$ cat config.mk
export PLATFORM = sky130hd
export DESIGN_NAME = rf_writeback_ctrl
export DESIGN_NICKNAME = d
export VERILOG_FILES = /design/src/rtl/cpu_pkg.sv /design/src/rtl/wb_fifo.sv /design/src/rtl/rf_writeback_ctrl.sv
export SDC_FILE = /design/constraint.sdc
export NUM_CORES = 1
export LEC_CHECK = 0
export ABC_AREA = 1
export CELL_PAD_IN_SITES_DETAIL_PLACEMENT = 1
export CELL_PAD_IN_SITES_GLOBAL_PLACEMENT = 1
export CORE_MARGIN = 2
export CORE_UTILIZATION = 43
export DETAILED_ROUTE_END_ITERATION = 12
export PLACE_DENSITY_LB_ADDON = 0.1
export SLEW_MARGIN = 20
export SYNTH_ARGS = -nofsm -noshare
export SYNTH_HDL_FRONTEND = slang
export SYNTH_SLANG_ARGS = --single-unit
$ cat constraint.sdc
create_clock -name clk -period 4.75 [get_ports clk]
set_input_delay 0.7125 -clock clk [delete_from_list [all_inputs] [get_ports clk]]
set_output_delay 0.7125 -clock clk [all_outputs]
set_load 0.02 [all_outputs]
$ cat src/rtl/cpu_pkg.sv
// rtl/cpu_pkg.sv - shared register-file writeback definitions
package cpu_pkg;

  localparam int REG_ADDR_W = 5;
  localparam int DATA_W     = 32;

  typedef struct packed {
    logic [REG_ADDR_W-1:0] addr;
    logic [DATA_W-1:0]     data;
  } wb_req_t;

  typedef enum logic [1:0] {
    GNT_NONE,
    GNT_ALU,
    GNT_MEM
  } gnt_src_t;

endpackage

$ cat src/rtl/wb_fifo.sv
// rtl/wb_fifo.sv - synchronous FIFO of writeback requests with registered full/empty/count
module wb_fifo
  import cpu_pkg::*;
#(
  parameter int DEPTH = 4,
  parameter int PTR_W = $clog2(DEPTH),
  parameter int CNT_W = $clog2(DEPTH) + 1
) (
  input  logic             clk,
  input  logic             reset,
  input  logic             push,
  input  wb_req_t          push_req,
  input  logic             pop,
  output wb_req_t          head,
  output logic             full,
  output logic             empty,
  output logic [CNT_W-1:0] count
);

  wb_req_t          mem_q [DEPTH];
  logic [PTR_W-1:0] wr_ptr_q, wr_ptr_d;
  logic [PTR_W-1:0] rd_ptr_q, rd_ptr_d;
  logic [CNT_W-1:0] count_q, count_d;
  logic             full_q, full_d;
  logic             empty_q, empty_d;

  // DEPTH is a power of two, so pointers wrap by natural overflow
  always_comb begin
    wr_ptr_d = wr_ptr_q + PTR_W'(push);
    rd_ptr_d = rd_ptr_q + PTR_W'(pop);
    count_d  = count_q + CNT_W'(push) - CNT_W'(pop);
    full_d   = (count_d == CNT_W'(DEPTH));
    empty_d  = (count_d == '0);
  end

  always_ff @(posedge clk or negedge reset) begin
    if (!reset) begin
      wr_ptr_q <= '0;
      rd_ptr_q <= '0;
      count_q  <= '0;
      full_q   <= 1'b0;
      empty_q  <= 1'b1;
    end else begin
      wr_ptr_q <= wr_ptr_d;
      rd_ptr_q <= rd_ptr_d;
      count_q  <= count_d;
      full_q   <= full_d;
      empty_q  <= empty_d;
    end
  end

  always_ff @(posedge clk) begin
    if (push) begin
      mem_q[wr_ptr_q] <= push_req;
    end
  end

  assign head  = mem_q[rd_ptr_q];
  assign full  = full_q;
  assign empty = empty_q;
  assign count = count_q;

endmodule

$ cat src/rtl/rf_writeback_ctrl.sv
// rtl/rf_writeback_ctrl.sv - register file write port owner: ALU/load arbiter and load scoreboard
module rf_writeback_ctrl #(
  parameter int DATA_W     = 32,
  parameter int ADDR_W     = 5,
  parameter int FIFO_DEPTH = 4,
  parameter int STARVE_MAX = 8
) (
  input  logic              clk,
  input  logic              reset,
  input  logic              alu_valid,
  output logic              alu_ready,
  input  logic [ADDR_W-1:0] alu_addr,
  input  logic [DATA_W-1:0] alu_data,
  input  logic              mem_valid,
  output logic              mem_ready,
  input  logic [ADDR_W-1:0] mem_addr,
  input  logic [DATA_W-1:0] mem_data,
  input  logic              ld_issue,
  input  logic [ADDR_W-1:0] ld_addr,
  input  logic [ADDR_W-1:0] q_addr1,
  input  logic [ADDR_W-1:0] q_addr2,
  output logic              q_busy1,
  output logic              q_busy2,
  output logic              rf_wr,
  output logic [ADDR_W-1:0] rf_addr,
  output logic [DATA_W-1:0] rf_data
);

  import cpu_pkg::*;

  localparam int SC_W  = $clog2(STARVE_MAX + 1);
  localparam int CNT_W = $clog2(FIFO_DEPTH) + 1;
  localparam int NREG  = 1 << ADDR_W;

  gnt_src_t          gnt;
  wb_req_t           alu_req, mem_req, fifo_head, win;
  logic              fifo_push, fifo_pop, fifo_full, fifo_empty;
  logic [CNT_W-1:0]  fifo_count;
  logic [SC_W-1:0]   starve_cnt_q, starve_cnt_d;
  logic [NREG-1:0]   busy_q, busy_d;
  logic              rf_wr_q, rf_wr_d;
  logic [ADDR_W-1:0] rf_addr_q, rf_addr_d;
  logic [DATA_W-1:0] rf_data_q, rf_data_d;

  assign alu_req.addr = alu_addr;
  assign alu_req.data = alu_data;
  assign mem_req.addr = mem_addr;
  assign mem_req.data = mem_data;

  assign fifo_push = mem_valid && !fifo_full;
  assign fifo_pop  = (gnt == GNT_MEM);

  wb_fifo #(
    .DEPTH (FIFO_DEPTH)
  ) u_fifo (
    .clk      (clk),
    .reset    (reset),
    .push     (fifo_push),
    .push_req (mem_req),
    .pop      (fifo_pop),
    .head     (fifo_head),
    .full     (fifo_full),
    .empty    (fifo_empty),
    .count    (fifo_count)
  );

  // A full buffer or a starved head pre-empts the ALU; otherwise the ALU has priority
  always_comb begin
    gnt = GNT_NONE;
    if (!fifo_empty && (fifo_full || starve_cnt_q == SC_W'(STARVE_MAX))) begin
      gnt = GNT_MEM;
    end else if (alu_valid) begin
      gnt = GNT_ALU;
    end else if (!fifo_empty) begin
      gnt = GNT_MEM;
    end
  end

  always_comb begin
    starve_cnt_d = starve_cnt_q;
    if (fifo_count == '0 || gnt == GNT_MEM) begin
      starve_cnt_d = '0;
    end else if (starve_cnt_q != SC_W'(STARVE_MAX)) begin
      starve_cnt_d = starve_cnt_q + 1'b1;
    end
  end

  always_comb begin
    win       = (gnt == GNT_MEM) ? fifo_head : alu_req;
    rf_wr_d   = (gnt != GNT_NONE) && (win.addr != '0);
    rf_addr_d = rf_wr_d ? win.addr : rf_addr_q;
    rf_data_d = rf_wr_d ? win.data : rf_data_q;
  end

  // Clear first so a same-edge issue to the same register keeps it pending
  always_comb begin
    busy_d = busy_q;
    if (gnt == GNT_MEM) begin
      busy_d[fifo_head.addr] = 1'b0;
    end
    if (ld_issue) begin
      busy_d[ld_addr] = 1'b1;
    end
    busy_d[0] = 1'b0;
  end

  always_ff @(posedge clk or negedge reset) begin
    if (!reset) begin
      starve_cnt_q <= '0;
      busy_q       <= '0;
      rf_wr_q      <= 1'b0;
      rf_addr_q    <= '0;
      rf_data_q    <= '0;
    end else begin
      starve_cnt_q <= starve_cnt_d;
      busy_q       <= busy_d;
      rf_wr_q      <= rf_wr_d;
      rf_addr_q    <= rf_addr_d;
      rf_data_q    <= rf_data_d;
    end
  end

  assign alu_ready = alu_valid && (gnt == GNT_ALU);
  assign mem_ready = !fifo_full;
  assign q_busy1   = busy_q[q_addr1];
  assign q_busy2   = busy_q[q_addr2];
  assign rf_wr     = rf_wr_q;
  assign rf_addr   = rf_addr_q;
  assign rf_data   = rf_data_q;

endmodule

==> summary.txt <==
Floorplanning
  – Die span in y: ~160 microns
  – Initial Util: 43.9%
  – FP Rows: 55
  – Io pins: 136
  – Core area: around 23000 sq um
  – Die Wd: 156 microns
  – Full die area: about 24000 sq um

Global routing
  – GR Util All Layers: 23.9%
  – Overflow after GRT: 0
  – First-pass GRT wire length: around 45000 microns
  – Initial antenna violation count: 0
  – Pin count of the biggest net entering global routing: 62
  – Vias in the first global route: 8288

Drt
  – Met3 wire len: 1300 microns
  – DRT iter0 DRCs: 460
  – Vias after detailed routing: 7809
  – M1 WL: roughly 12000 microns
  – DRT Wirelength: roughly 28000 microns
  – Length of routed met2 wiring: 14000 microns
  – Vias per cell: 5.51
  – Remaining DRCs: 0
  – Remaining antenna violation count after routing: 0
  – Drt pass-1 iters: 4
  – Wire per inst: 19.9 microns
  – Top layer in use: met4

Placed design
  – Port Buffers: around 140
  – GPL Wtd Cong: between 0.8 and 0.9
  – Dpl hpwl: 18000 microns

Synth
  – Yosys reg bits: between 200 and 250
  – Synth cell types: 32
  – Mapped Cells: 984
  – Number of synthesized flops with an enable pin: between 100 and 150
  – Synthesized area: 9950 sq um
  – Post-Syn Nets: approximately 1100
  – Sequential-to-total area share from yosys stat: 65.3%
  – FFs w/ async S/R, synth: 35.7%
  – Main synth FF type: edfxtp_1
  – Ranking of synthesized cells by area: edfxtp_1, dfrtp_1, nand2_1
  – Post-synth top area share: 44.7%
  – Post-synthesis area per instance: 10.1 sq um
  – Yosys warnings: 0
  – Largest area contributor in the netlist: edfxtp_1
  – Most instantiated cells after synthesis: nand2_1, o21ai_0, edfxtp_1
  – Top-count cell post-synth: nand2_1

CTS
  – Cts hold-fix bufs: 0
  – CTS sink count: 230
  – H-tree levels: 1
  – CTS max path bufs: 3
  – Root Buffer: clkbuf_16
  – CTS tree: yes
  – Clock latency at the later pin of the worst-skew pair: 0.53 ns
  – Resized cells post-CTS: 0
  – Reg clk slew, reported paths: approximately 0.070 ns
  – CTS buffer count: 25
  – Postcts setup bufs: 0

Worst hold path
  – Hold Crit Class: input pin to async pin

Worst setup path
  – Crit Path Max Fanout: 18
  – Worst setup SP type: input pin
  – Worst r2r path cells: 11
  – Reg2reg start: u_fifo.rd_ptr_q[1]$_DFF_PN0_
  – Critical Path RT: 4.04 ns
  – Crit Path Class: input pin to output port
  – Crit. End Element: output port
  – WP data arrival: 3.22 ns
  – Critical Path Start: q_addr1[0]

STA
  – Layout Skew: 0.0178 ns
  – Worst hold margin: around 0.17 ns
  – Setup_tns: 0 ns
  – Fmax: 254 MHz
  – Slew Viols, Final: 0
  – Post-route minimum period: 3.93 ns
  – Least-Margin Pin Slew: a little over 0.9 ns
  – Hold Vio Cnt, Final: 0
  – Slew headroom: 37.8%
  – RSZ-0062 raised after global routing: false
  – Setup violators final: 0
  – Final period util: about 83%

Power
  – Static leakage: 0.00498 uW
  – Worst VDD drop: 0.350 mV
  – Power Dens Cells: approximately 640 nW/um^2

Layout
  – Nets: roughly 1200
  – Area growth, synth to finish: 25.7%
  – Layout cell share with drive strength beyond 1: 6.10%

Status
  – Status: finished clean

Flow run
  – Max Cap Viol: 0
## power by group
part	switching, uW	total, uW	internal, uW
combinational	1780	2770	994
sequential	358	3100	2740
clock	793	2170	1370
## per-stage QoR
step	std cells	utilization [%]	area [sq um]	worst slack (ns)	total power [uW]
4_1_cts	1416	55.1	12500	0.819	8110
6_report	1418	55.2	12500	0.819	8040
5_1_grt	1417	55.2	12500	0.550	8540
2_1_floorplan	984	-	9950	0.910	4760
3_3_place_gp	1370	51.0	11600	0.958	5790
3_5_place_dp	1370	51.0	11600	0.821	5910
## logic make-up after synthesis
group,after synthesis,share of synthesized area [%]
AOI/OAI and AO/OA,217,11.8
xor gates and xnor gates,7,0.616
adders and majority gates,6,0.830
buffers and inverters,95,4.14
DFF,230,65.3
and+or+nand+nor,429,17.3
## area by class of cell
class                           instances  area [sq um]
Inverter                               48           180
Antenna cell                            1          2.50
Multi-Input combinational cell        659          3080
Fill cell                            2474         10100
Clock inverter                         16           255
Tap cell                              285           357
Timing Repair Buffer                  149          1470
Sequential cell                       230          6500
Clock buffer                           30           664
## critical path, cell delays in order
cell             delay, ns
clkdlybuf4s50_1       0.84
inv_1                 0.35
a21oi_1               0.24
o21ai_0               0.13
nand3_1               0.09
nand3_1               0.07
nand2_1               0.08
nand2_1               0.05
nand2_1               0.06
clkdlybuf4s50_1       0.59
## registers in the layout, indices dropped and copies added (netlist names)
name	flops
u_fifo.wr_ptr_q	2
busy_q	31
rf_wr	1
u_fifo.mem_q	148
u_fifo.full	1
u_fifo.rd_ptr_q	2
u_fifo.count	3
starve_cnt_q	4
rf_addr	5
rf_data	32
u_fifo.empty	1
## metal layers
metal / global-route usage (%) / vias up
met5: 0 / -
li1: - / 3656
met3: 3.97 / 40
met4: 5.90 / 0
met1: 31.1 / 3933
met2: 41.7 / 180
## layout by cell type (no fill, tap or decap), drive strengths merged
cell type	count
diode	1
nor3	5
nor2	101
buf	15
or2	1
inv	47
xor2	4
dfstp	1
o31ai	1
xnor2	3
nand3	69
o21bai	1
o221ai	6
clkbuf	30
o211ai	4
nor3b	2
clkinv	10
ha	5
nand2	250
clkdlybuf4s50	134
nand4	1
edfxtp	148
a21oi	18
fa	1
o21ai	155
dfrtp	81
o22ai	32
bufinv	7
## worst paths after layout
check | endpoint | slack, ns
worst max-delay path | q_busy1 | 0.82
worst min-delay path | rf_data[11]$_DFFE_PN0P_ | 0.17
worst max register to register | rf_data[1]$_DFFE_PN0P_ | 1.61
worst min register to register | rf_addr[1]$_DFFE_PN0P_ | 0.47
max in group asynchronous | busy_q[7]$_DFF_PN0_ | 3.53
min in group clk | rf_addr[1]$_DFFE_PN0P_ | 0.47
Note: power is estimated with default switching activity, not from simulation.
